## src/rtl/systolic_ctrl.sv

```systemverilog
// systolic_ctrl: tile-job sequencer for the NxN bit-serial FP-INT systolic array.
// Accepts one job (K activation vectors, weight precision P, shared exponent),
// clears the accumulators, streams K*P weight beats with one activation read per
// vector, waits for the array pipeline to drain, then holds a result handshake.
module systolic_ctrl #(
  parameter int N         = 2,
  parameter int K_W       = 8,
  parameter int ADDR_W    = 10,
  parameter int MAX_PREC  = 8,
  parameter int DRAIN_LAT = 2 * N + 2
) (
  input  logic              clk,
  input  logic              rst,
  input  logic              cfg_valid,
  output logic              cfg_ready,
  input  logic [K_W-1:0]    cfg_k,
  input  logic [3:0]        cfg_precision,
  input  logic [4:0]        cfg_exp_set,
  input  logic [ADDR_W-1:0] cfg_act_base,
  input  logic [ADDR_W-1:0] cfg_w_base,
  input  logic              abort,
  output logic              act_rd_en,
  output logic [ADDR_W-1:0] act_rd_addr,
  output logic              w_rd_en,
  output logic [ADDR_W-1:0] w_rd_addr,
  output logic              arr_clr,
  output logic              arr_active,
  output logic [3:0]        arr_precision,
  output logic [4:0]        arr_exp_set,
  output logic              busy,
  output logic              cfg_err,
  output logic              res_valid,
  input  logic              res_ready
);

  localparam logic [3:0] LP_MAX_PREC = 4'(MAX_PREC);
  localparam int         LP_DRAIN_W  = $clog2(DRAIN_LAT + 2);
  localparam logic [LP_DRAIN_W-1:0] LP_DRAIN_END = LP_DRAIN_W'(DRAIN_LAT);

  typedef enum logic [2:0] {
    S_IDLE,
    S_CLEAR,
    S_FEED,
    S_DRAIN,
    S_DONE
  } state_t;

  state_t r_state;
  state_t w_next;

  // Latched job description
  logic [K_W-1:0]    r_k;
  logic [3:0]        r_prec;
  logic [4:0]        r_exp;
  logic [ADDR_W-1:0] r_act_base;
  logic [ADDR_W-1:0] r_w_base;

  // FEED sequencing counters
  logic [3:0]        r_bit;
  logic [K_W-1:0]    r_vec;
  logic [ADDR_W-1:0] r_beat;
  logic [LP_DRAIN_W-1:0] r_drain;

  logic r_arr_active;
  logic r_cfg_err;

  logic w_cfg_ok;
  logic w_accept;
  logic w_last_beat;
  logic w_bit_wrap;

  assign w_cfg_ok    = (cfg_k != '0) && (cfg_precision != '0) &&
                       (cfg_precision <= LP_MAX_PREC);
  assign w_accept    = (r_state == S_IDLE) && cfg_valid && w_cfg_ok;
  assign w_bit_wrap  = (r_bit == (r_prec - 4'd1));
  assign w_last_beat = w_bit_wrap && (r_vec == (r_k - K_W'(1)));

  assign arr_active    = r_arr_active;
  assign cfg_err       = r_cfg_err;
  assign arr_precision = r_prec;
  assign arr_exp_set   = r_exp;

  // State register
  always_ff @(posedge clk) begin
    if (rst) begin
      r_state <= S_IDLE;
    end else begin
      r_state <= w_next;
    end
  end

  // Next-state and state-decoded outputs; abort overrides every non-IDLE transition
  always_comb begin
    w_next      = r_state;
    cfg_ready   = 1'b0;
    busy        = 1'b1;
    arr_clr     = 1'b0;
    w_rd_en     = 1'b0;
    w_rd_addr   = '0;
    act_rd_en   = 1'b0;
    act_rd_addr = '0;
    res_valid   = 1'b0;
    case (r_state)
      S_IDLE: begin
        cfg_ready = 1'b1;
        busy      = 1'b0;
        if (cfg_valid && w_cfg_ok) begin
          w_next = S_CLEAR;
        end
      end
      S_CLEAR: begin
        arr_clr = 1'b1;
        w_next  = S_FEED;
      end
      S_FEED: begin
        w_rd_en   = 1'b1;
        w_rd_addr = r_w_base + r_beat;
        if (r_bit == 4'd0) begin
          act_rd_en   = 1'b1;
          act_rd_addr = r_act_base + ADDR_W'(r_vec);
        end
        if (w_last_beat) begin
          w_next = S_DRAIN;
        end
      end
      S_DRAIN: begin
        if (r_drain == LP_DRAIN_END) begin
          w_next = S_DONE;
        end
      end
      S_DONE: begin
        res_valid = 1'b1;
        if (res_ready) begin
          w_next = S_IDLE;
        end
      end
      default: begin
        w_next = S_IDLE;
      end
    endcase
    if (abort && (r_state != S_IDLE)) begin
      w_next = S_IDLE;
    end
  end

  // Latch job fields only on a legal accept so the array controls stay stable
  always_ff @(posedge clk) begin
    if (rst) begin
      r_k        <= '0;
      r_prec     <= '0;
      r_exp      <= '0;
      r_act_base <= '0;
      r_w_base   <= '0;
    end else if (w_accept) begin
      r_k        <= cfg_k;
      r_prec     <= cfg_precision;
      r_exp      <= cfg_exp_set;
      r_act_base <= cfg_act_base;
      r_w_base   <= cfg_w_base;
    end
  end

  // Bit/vector/beat counters: bit wraps at P-1 and advances the vector index
  always_ff @(posedge clk) begin
    if (rst) begin
      r_bit  <= '0;
      r_vec  <= '0;
      r_beat <= '0;
    end else if (r_state == S_CLEAR) begin
      r_bit  <= '0;
      r_vec  <= '0;
      r_beat <= '0;
    end else if (r_state == S_FEED) begin
      r_beat <= r_beat + ADDR_W'(1);
      if (w_bit_wrap) begin
        r_bit <= '0;
        r_vec <= r_vec + K_W'(1);
      end else begin
        r_bit <= r_bit + 4'd1;
      end
    end
  end

  // Drain timer counts 0..DRAIN_LAT while in DRAIN
  always_ff @(posedge clk) begin
    if (rst) begin
      r_drain <= '0;
    end else if (r_state == S_DRAIN) begin
      r_drain <= r_drain + LP_DRAIN_W'(1);
    end else begin
      r_drain <= '0;
    end
  end

  // arr_active is FEED delayed one cycle to line up with buffer read data;
  // an abort suppresses the trailing beat so it drops together with the abort
  always_ff @(posedge clk) begin
    if (rst) begin
      r_arr_active <= 1'b0;
    end else begin
      r_arr_active <= (r_state == S_FEED) && !abort;
    end
  end

  // One-cycle rejection pulse for an illegal job offered in IDLE
  always_ff @(posedge clk) begin
    if (rst) begin
      r_cfg_err <= 1'b0;
    end else begin
      r_cfg_err <= (r_state == S_IDLE) && cfg_valid && !w_cfg_ok;
    end
  end

endmodule

```

## config.mk

```make
export PLATFORM = sky130hd
export DESIGN_NAME = systolic_ctrl
export DESIGN_NICKNAME = d
export VERILOG_FILES = /design/src/rtl/systolic_ctrl.sv
export SDC_FILE = /design/constraint.sdc
export NUM_CORES = 1
export LEC_CHECK = 0
export ABC_AREA = 1
export BUFFER_PORTS_ARGS = -buffer_cell sky130_fd_sc_hd__clkbuf_2
export CELL_PAD_IN_SITES_DETAIL_PLACEMENT = 0
export CELL_PAD_IN_SITES_GLOBAL_PLACEMENT = 1
export CORE_MARGIN = 2
export CORE_UTILIZATION = 35
export DETAILED_ROUTE_END_ITERATION = 16
export PLACE_DENSITY = 0.81
export SETUP_SLACK_MARGIN = 0.05
export SYNTH_ARGS = -nofsm -noshare
export SYNTH_HDL_FRONTEND = slang
export SYNTH_SLANG_ARGS = --single-unit
```

## constraint.sdc

```tcl
create_clock -name clk -period 1.7 [get_ports clk]
set_clock_uncertainty 0.05 [all_clocks]
set_input_delay 0.17 -clock clk [delete_from_list [all_inputs] [get_ports clk]]
set_output_delay 0.17 -clock clk [all_outputs]
set_load 0.03 [all_outputs]
```

==> flow_summary_export.csv, run 1 <==
group,metric,value,unit
power_and_ir_drop,peakVddDrop,0.857,mV
global_routing,grtUsageTotal,0.192,
final_layout,drive_gt1_frac,0.520,
placed_design,dp.cells,855,
placed_design,place.gp.congestion,0.831,
placed_design,place.port_buffers,78,
route,wl,13100,um
final_layout,fin_cells,905,
route,drtAntennaViolNets,0,
placed_design,hpwl,8140,um
timing,setup_viol,27,
power_and_ir_drop,power-per-cell-area,1070,nW/um^2
cts,cts_tree,"done",
final_layout,regArea,1400,um^2
synth,syn_nets,646,
setup_path,rrSetupSlack,-80,ps
setup_path,path_class,"reg2out",
synth,ys_seq_elements,67,
die,dieHeight,110,um
synth,netlist_area,3940,um^2
synth,synth-seq-area-share,0.340,
route,first_pass_iters,4,
final_layout,multi_input_area,3090,um^2
die,ios,79,
setup_path,endpoint_kind,"output port",
synth,yosys.area.top_type_share,0.340,
synth,ys_warn_count,0,
status,status,"finished with violations",
timing,report.final.slew_viol_count,0,
placed_design,dpl_cell_area,5310,um^2
min_path,min_path_type,"in2reg",
status,violations,"negative setup slack",
setup_path,cp_max_fo,3,
global_routing,grt_max_degree,28,
final_layout,layout.nets,831,
timing,worst_pin_slew,404,ps
die,die_area,12100,um^2
die,coreArea,10900,um^2
synth,synth_area_leaders,"dfxtp_1 34%, nor2_1 9.6%, o21ai_0 8.2%",
synth,yosysTopAreaCell,"dfxtp_1",
route,wl_per_cell,14.5,um
route,viasPerCell,4.98,
global_routing,antenna_found_initial,0,
global_routing,grt_pass1_wl,18500,um
global_routing,grt_overflow,0,
die,rows,38,
final_layout,finalInstanceArea,6860,um^2
timing,fin_ws,-591,ps
die,die_width,110,um
route,drt_iter0_markers,229,
timing,holdWs,31.5,ps
route,vias,4508,
setup_path,cp_data_required_time,1480,ps
cts,htreeDepth,3,
cts,clk_latency,330,ps
synth,syn_area_per_cell,6.83,um^2
die,initial_utilization,0.361,
cts,clock-root-buffer,"clkbuf_16",
setup_path,start_kind,"flip-flop",
power_and_ir_drop,power_leakage,3.00,nW
final_layout,final_util,0.628,
run,drv_cap,0,
cts,cts_buffer_depth,2,
timing,period_share,1.35,
synth,yosysUniqueCellTypes,39,
setup_path,cp_data_arrival_time,2070,ps
final_layout,area_growth,74.0,%
route,drc,0,
timing,clock.fmax,0.436,GHz
cts,path_clk_slew,50,ps
cts,clock-sinks,67,
timing,max-slew-margin-rel,0.728,
final_layout,diodes,0,
timing,finalCriticalPeriod,2290,ps
final_layout,nFillCells,931,
synth,synthCells,577,
timing,finalHoldViolations,0,
timing,rsz0062_at_grt,"yes",
power_and_ir_drop,finalPower,7.37,mW
cts,cts_buffers,9,
global_routing,grt_pass1_vias,4202,
==> layer usage <==
layer	vias to the layer above	wire length, um	global-route usage
li1	2266	-	-
met1	2120	5390	0.225
met2	104	6820	0.346
met3	18	693	0.0400
met4	0	212	0.0634
met5	-	0	0
==> synth_stat cells <==
| cell type | count |
|---|---|
| a211oi_1 | 1 |
| a21oi_1 | 55 |
| a2bb2oi_1 | 1 |
| a31o_2 | 1 |
| a31oi_1 | 2 |
| and3_1 | 1 |
| buf_2 | 5 |
| buf_4 | 1 |
| buf_6 | 1 |
| clkbuf_1 | 11 |
| clkinv_1 | 1 |
| dfxtp_1 | 67 |
| fa_1 | 2 |
| ha_1 | 25 |
| inv_1 | 65 |
| inv_2 | 3 |
| nand2_1 | 86 |
| nand2_2 | 2 |
| nand3_1 | 33 |
| nand3_4 | 2 |
| nand3b_1 | 1 |
| nand4_1 | 6 |
| nor2_1 | 101 |
| nor2_2 | 2 |
| nor2_4 | 1 |
| nor3_1 | 8 |
| nor3_2 | 1 |
| nor3_4 | 1 |
| nor3b_1 | 2 |
| nor4_1 | 2 |
| o2111ai_1 | 1 |
| o21a_1 | 1 |
| o21ai_0 | 65 |
| o21ai_1 | 1 |
| o21bai_1 | 1 |
| o31a_1 | 1 |
| or2_2 | 1 |
| xnor2_1 | 7 |
| xor2_1 | 9 |
==> where the power goes <==
part           internal [mW]  switching (mW)  total, mW
Clock                   1.05           0.659       1.71
Combinational           1.53            2.03       3.56
Sequential              1.85           0.250       2.10
==> placed cells by master (no fill, tap or decap), types with 4 or more instances in the layout <==
cell type / n
nand2_4: 8
nor2_2: 8
inv_4: 6
ha_4: 17
nand2_1: 68
clkbuf_16: 12
nor3_1: 4
buf_8: 7
nor2_4: 11
buf_4: 84
nand2_2: 11
dfxtp_4: 6
nor2_1: 85
o21ai_1: 15
clkbuf_8: 14
inv_2: 10
nand4_1: 6
nand3_1: 20
o21ai_2: 20
a21oi_2: 25
buf_12: 5
o21ai_0: 28
inv_1: 49
a21oi_1: 26
a21oi_4: 4
buf_6: 21
dfxtp_1: 34
xnor2_1: 7
dfxtp_2: 27
clkbuf_2: 56
xor2_1: 8
nand3_2: 12
ha_1: 7
==> per-stage QoR <==
stage | TNS, ps | setup slack [ps]
after floorplan | -1110 | -262
after global placement | -1740 | -313
after detailed placement | -2270 | -376
after CTS | -6570 | -623
after global routing | -9550 | -675
final | -6950 | -591
==> critical path, cell delays in order (launching register included) <==
cell and delay [ps]:
dfxtp_2 330, ha_4 160, fa_2 350, nand2_2 70, inv_2 40, o21ai_2 120, nand2_2 80, buf_6 130
nand4_1 100, nand3_1 110, nand2_2 90, nor2_4 40, buf_8 130
==> area by class of cell <==
| type | count | area share |
|---|---|---|
| clock inverter | 2 | 0.00182 |
| multi-input combinational | 423 | 0.450 |
| timing repair buffer | 192 | 0.237 |
| tap | 140 | 0.0255 |
| sequential | 67 | 0.204 |
| clock buffer | 12 | 0.0374 |
| inverter | 69 | 0.0452 |
==> path summary, 6_finish.rpt <==
check / startpoint / to / depth (start not counted)
max: r_beat[0] / w_rd_addr[8] / 12
min: cfg_w_base[7] / r_w_base[7] / 3
max reg2reg: arr_precision[1] / r_vec[4] / 10
min reg2reg: r_drain[0] / r_drain[0] / 1
==> kinds of logic (layout without fill, tap and decap cells) <==
kind of cell,Yosys count,in the layout,share of synthesized area
AOI/OAI and AO/OA,130,130,0.171
buffers and inverters,87,275,0.0872
DFF,67,67,0.340
and+or+nand+nor,250,250,0.276
adders and majority gates,27,27,0.0895
xor gates and xnor gates,16,16,0.0355
==> registers in the layout (all words and copies together) (netlist names), 4 cells and up <==
name and flops:
r_act_base 10, r_vec 8, r_k 8, r_beat 10
r_w_base 10, arr_exp_set 5, arr_precision 4, r_bit 4
==> repair_timing <==
action / 4_1_cts / 5_1_grt
hold buffers: 2 / 0
gates cloned: 0 / 5
endpoints found under the setup margin: 33 / 73
gates resized for setup: 139 / 141
pin swaps: 43 / 55
endpoints found under the hold margin: 1 / 0
buffers inserted: 19 / 19
No activity file was read; power rests on OpenSTA's default activity.
==> run 2, diff against run 1 <==
==> constraint.sdc (replaced) <==
create_clock -name clk -period 1.7 [get_ports clk]
set_clock_uncertainty 0.05 [all_clocks]
set_input_delay 0.34 -clock clk [delete_from_list [all_inputs] [get_ports clk]]
set_output_delay 0.34 -clock clk [all_outputs]
set_load 0.03 [all_outputs]
==> run 2 against run 1 <==
The run still ends with negative setup slack left. Worst hold slack improved by 110 ps. Wire length fell by 10%. Sequential share of layout area rose by 0.30 points. Register-to-register slack improved by 40 ps. Global-route usage rose by 0.68 points. Count of clock-buffer cells in the layout fell by 3. Via count fell by 3.3%. Flip-flop and latch count did not move. Sequential power fell by 2%. Die area did not move. Cell area fell by 1.5%. Combinational power barely moved. Critical endpoint unchanged. Highest routed layer unchanged.
==> flow_summary_export.csv, run 2 (synthesis results as in run 1) <==
group,metric,value,unit
timing,finalHoldViolations,0,
timing,rsz0062_at_grt,"yes",
final_layout,layout.nets,822,
final_layout,final_common_cell,"nor2_1",
min_path,min_path_type,"in2reg",
cts,clk_latency,330,ps
cts,ctsHoldBuffers,0,
final_layout,area_growth,71.4,%
setup_path,cp_data_arrival_time,2080,ps
setup_path,cpMostUsedCell,"nand2_2",
setup_path,cp_data_required_time,1310,ps
cts,clock-root-buffer,"clkbuf_16",
run,drv_cap,0,
route,vias,4357,
setup_path,critPathSlowestCell,"fa_2",
die,die_area,12100,um^2
setup_path,rrSetupSlack,-40,ps
final_layout,nFillCells,930,
setup_path,r2r_end,"r_vec[6]",
setup_path,timing.rr.start,"arr_precision[1]",
setup_path,cp_max_fo,3,
placed_design,hpwl,8380,um
cts,path_clk_slew,50,ps
die,die_width,110,um
die,ios,79,
die,dieHeight,110,um
final_layout,final_cell_mix,"86 x nor2_1, 84 x buf_4, 67 x nand2_1, 52 x inv_1, 52 x clkbuf_2",
global_routing,grtUsageTotal,0.198,
route,wl_met2,6010,um
die,rows,38,
route,drt_iter0_markers,129,
setup_path,reg2reg_depth,10,
route,wl,11800,um
setup_path,cpPeakStageDelay,340,ps
global_routing,antenna_found_initial,0,
timing,clock.fmax,0.405,GHz
setup_path,path_class,"reg2out",
placed_design,place.gp.congestion,0.811,
global_routing,grt_max_degree,40,
final_layout,diodes,0,
setup_path,endpoint,"w_rd_addr[8]",
placed_design,place_ws,-538,ps
route,top_layer,"met4",
route,first_pass_iters,4,
die,coreArea,10900,um^2
placed_design,dp.cells,859,
timing,setup_viol,26,
timing,report.final.slew_viol_count,0,
setup_path,start_kind,"flip-flop",
route,drc,0,
placed_design,place.port_buffers,78,
global_routing,grt_pass1_vias,4289,
cts,htreeDepth,3,
route,wl_per_cell,13.1,um
setup_path,endpoint_kind,"output port",
cts,cts_buffers,9,
die,initial_utilization,0.361,
final_layout,reg_top3,"r_act_base (10), r_beat (10), r_w_base (10)",
route,dr_wl_met3,393,um
final_layout,drive_gt1_frac,0.507,
global_routing,grt_overflow,0,
route,viasPerCell,4.85,
final_layout,fin_cells,898,
route,drtAntennaViolNets,0,
power_and_ir_drop,power_leakage,2.91,nW
cts,cts_tree,"done",
setup_path,critPathLaunch,"r_w_base[0]",
final_layout,final_util,0.618,
setup_path,path_cells,"ha_4 -> fa_2 -> nand2_2 -> inv_2 -> o21ai_2 -> nand2_2 -> buf_4 -> nand4_1 -> nand3_1 -> nand2_2 -> nor2_4 -> buf_8",
power_and_ir_drop,power-per-cell-area,1100,nW/um^2
timing,fin_ws,-768,ps
timing,worst_pin_slew,458,ps
timing,max-slew-margin-rel,0.692,
cts,clock-sinks,67,
timing,holdWs,140,ps
status,status,"finished with violations",
timing,finalCriticalPeriod,2470,ps
cts,cts_buffer_depth,2,
min_path,holdPathStages,2,
global_routing,grt_pass1_wl,19000,um
status,violations,"negative setup slack",
power_and_ir_drop,peakVddDrop,0.993,mV
route,wl_met1,5240,um
timing,period_share,1.45,
[run 2: cell count changes in the layout (fill, tap and decap cells not counted), sizes merged]
cell	before	now
buf	119	122
inv	66	67
bufinv	0	1
dlymetal6s4s	1	0
clkinvlp	2	3
clkbuf	83	70
dlygate4sd3	1	0
clkinv	3	5
[run 2: power breakdown]
part | leakage (nW) | switching [mW] | total, mW | internal [mW]
logic | 2.21 | 1.99 | 3.53 | 1.54
clock network | 0.141 | 0.711 | 1.84 | 1.13
registers | 0.563 | 0.223 | 2.06 | 1.84
total | 2.91 | 2.92 | 7.43 | 4.51
[run 2: what timing repair did]
action	in CTS	in global routing
gates resized for setup	143	118
endpoints found under the setup margin	37	65
gates cloned	0	0
pin swaps	49	42
setup buffers	15	12
[run 2: final cells by class]
type                            count  area [um^2]  share of cell area
Multi-Input combinational cell    423         3070               0.454
Timing Repair Buffer              183         1530               0.226
Sequential cell                    67         1400               0.207
Inverter                           69          298              0.0441
Clock buffer                        9          225              0.0333
Tap cell                          140          175              0.0259
Clock inverter                      7         68.8              0.0102
[run 2: metrics by stage]
stage | power, mW | setup TNS, ps | cell area, um^2
finish | 7.43 | -9840 | 6760
global route | 7.91 | -12580 | 6760
CTS | 7.23 | -9790 | 6410
detailed placement | 4.85 | -4620 | 5500
global placement | 4.79 | -4260 | 5500
floorplan | 3.92 | -2820 | 4360
[run 2: critical path, delay by kind of cell (launching register included)]
kind                       cells  cell delay (ps)
adders and majority gates      2              500
and+or+nand+nor                6              470
DFF                            1              330
buffers and inverters          3              320
AOI/OAI and AO/OA              1              130
[run 2: metal layers]
layer	vias up	global-route usage
li1	2255	-
met1	2018	0.247
met2	72	0.349
met3	12	0.0394
met4	0	0.0509
met5	-	0
[run 2: how the worst min path moves through the flow]
stage,from,end,slack (ps)
floorplan,rst,arr_active,370
finish,abort,arr_active,140
global route,abort,arr_active,140
global placement,r_drain[0],r_drain[0],380
CTS,abort,arr_active,140
detailed placement,r_drain[0],r_drain[0],390
==> run 3, diff against run 2 <==
--- a/config.mk
+++ b/config.mk
@@ -13,7 +13,9 @@
 export CORE_UTILIZATION = 35
 export DETAILED_ROUTE_END_ITERATION = 16
 export PLACE_DENSITY = 0.81
+export REMOVE_ABC_BUFFERS = 1
 export SETUP_SLACK_MARGIN = 0.05
+export SLEW_MARGIN = 20
 export SYNTH_ARGS = -nofsm -noshare
 export SYNTH_HDL_FRONTEND = slang
 export SYNTH_SLANG_ARGS = --single-unit
==> run 3 against run 2 <==
The flow still finishes with violations (negative setup slack). Utilization shrank 0.34 points. Global-route usage decreased by 0.62 points. Flip-flop and latch count did not move. Worst setup slack worse by 53 ps. Maximum frequency down 2.1%. Worst hold slack improved by 9.0 ps. Count of clock-buffer cells in the layout up 4. First-iteration DRC count up 22%. Critical endpoint unchanged. Highest routed layer unchanged.
==> flow_summary_export.csv, run 3 (synthesis results as in run 1) <==
group,metric,value,unit
global_routing,grtUsageTotal,0.192,
timing,rsz0062_at_grt,"yes",
final_layout,diodes,0,
timing,holdWs,149,ps
power_and_ir_drop,pwr-share-clk,0.241,
timing,final.setup.tns,-10320,ps
route,drc,0,
die,coreArea,10900,um^2
global_routing,antenna_found_initial,0,
final_layout,finalInstanceArea,6720,um^2
min_path,min_path_type,"in2reg",
route,drtAntennaViolNets,0,
cts,path_clk_slew,50,ps
route,first_pass_iters,4,
setup_path,r2r_end,"r_state[0]",
global_routing,grt_pass1_vias,4042,
cts,clock-root-buffer,"clkbuf_16",
setup_path,critPathLaunch,"r_w_base[0]",
status,violations,"negative setup slack",
timing,worst_pin_slew,482,ps
power_and_ir_drop,internal_power,4.79,mW
power_and_ir_drop,p_comb_frac,0.490,
global_routing,grt_pass1_wl,18400,um
setup_path,cpMostUsedCell,"nand2_2",
die,die_width,110,um
setup_path,path_cells,"ha_4 -> fa_2 -> nand2_2 -> inv_2 -> o21ai_2 -> nand2_2 -> buf_6 -> nand4_1 -> a21oi_2 -> nor2_1 -> buf_4",
timing,clock.fmax,0.397,GHz
setup_path,timing.rr.start,"r_k[1]",
route,drt_iter0_markers,157,
final_layout,final_cell_mix,"97 x buf_4, 83 x nor2_1, 73 x nand2_1, 52 x clkbuf_2, 49 x inv_1",
final_layout,reg_top3,"r_act_base (10), r_beat (10), r_w_base (10)",
setup_path,cp_data_required_time,1310,ps
final_layout,final_util,0.615,
setup_path,endpoint_kind,"output port",
route,wl,13200,um
die,ios,79,
timing,finalHoldViolations,0,
final_layout,layout.nets,830,
cts,cts_buffers,9,
timing,fin_ws,-822,ps
placed_design,hpwl,7760,um
die,initial_utilization,0.361,
power_and_ir_drop,power_leakage,2.99,nW
global_routing,grt_max_degree,40,
setup_path,path_class,"reg2out",
setup_path,cp_data_arrival_time,2130,ps
route,vias,4469,
placed_design,place.gp.congestion,0.863,
timing,max-slew-margin-rel,0.679,
route,viasPerCell,4.94,
timing,report.final.slew_viol_count,0,
final_layout,final_common_cell,"buf_4",
setup_path,cpPeakStageDelay,340,ps
placed_design,place.port_buffers,78,
cts,clk_latency,330,ps
placed_design,dpl_cell_area,5080,um^2
cts,cts_tree,"done",
die,die_area,12100,um^2
setup_path,cp_max_fo,2,
final_layout,drive_gt1_frac,0.488,
setup_path,start_kind,"flip-flop",
global_routing,grt_overflow,0,
power_and_ir_drop,peakVddDrop,0.924,mV
power_and_ir_drop,power-per-cell-area,1150,nW/um^2
setup_path,reg2reg_depth,13,
timing,period_share,1.48,
timing,finalCriticalPeriod,2520,ps
cts,cts_buffer_depth,2,
setup_path,critPathSlowestCell,"dfxtp_2",
status,status,"finished with violations",
route,wl_per_cell,14.6,um
timing,setup_viol,25,
cts,clock-sinks,67,
power_and_ir_drop,pwr-share-seq,0.269,
power_and_ir_drop,net-switching-power,2.96,mW
die,dieHeight,110,um
die,rows,38,
run,drv_cap,0,
final_layout,area_growth,70.4,%
setup_path,endpoint,"w_rd_addr[8]",
cts,htreeDepth,3,
cts,ctsHoldBuffers,0,
setup_path,rrSetupSlack,-40,ps
power_and_ir_drop,p_sw_frac,0.382,
run 3: cell types whose count changed in the layout (fill, tap and decap cells not counted), moves of 7 or more:
cell     before  now
nor2_2        3   13
nor2_4       15    8
buf_4        84   97
a21oi_1      28   37
run 3: how the worst min path moves through the flow:
stage,startpoint,to,depth (start not counted)
after floorplan,rst,arr_active,1
after global placement,r_drain[0],r_drain[0],1
after detailed placement,r_drain[0],r_drain[0],1
after CTS,abort,arr_active,2
after global routing,abort,arr_active,2
final,abort,arr_active,2
run 3: what timing repair did:
action,in CTS,in global routing
pin swaps,39,49
setup endpoints to repair,37,80
gates resized for setup,164,173
gates cloned,0,6
buffers inserted,18,17
run 3: metal layers:
layer  track usage  up-vias  routed length, um
met3        0.0359       12                644
met4        0.0732        0                133
met2         0.330       95               6810
met1         0.238     2090               5640
met5             0        -                  0
li1              -     2272                  -
run 3: layout make-up:
type	count	area [um^2]
Multi-Input combinational cell	423	2960
Inverter	69	289
Tap cell	140	175
Fill cell	934	4220
Timing Repair Buffer	191	1620
Clock buffer	13	260
Sequential cell	67	1380
Clock inverter	2	35.0
run 3: power groups by stage:
| stage | combinational [mW] | sequential [mW] | clock (mW) |
|---|---|---|---|
| 6_report | 3.80 | 2.08 | 1.87 |
| 3_3_place_gp | 2.48 | 2.01 | 0 |
| 2_1_floorplan | 1.44 | 2.12 | 0 |
| 5_1_grt | 4.13 | 2.11 | 1.96 |
| 4_1_cts | 3.12 | 2.04 | 1.88 |
| 3_5_place_dp | 2.52 | 2.02 | 0 |
run 3: worst max-delay path: cells and delay by family, from the launching register on:
kind	cells	cell delay, ps
AOI/OAI and AO/OA	2	200
buffers and inverters	3	340
and+or+nand+nor	4	410
adders and majority gates	2	500
DFF	1	340
run 3: through the flow:
stage               cells  total power [mW]  setup slack (ps)
finish                905              7.75              -822
global route          905              8.20              -897
CTS                   887              7.04              -758
detailed placement    861              4.54              -606
global placement      861              4.49              -569
floorplan             559              3.56              -747
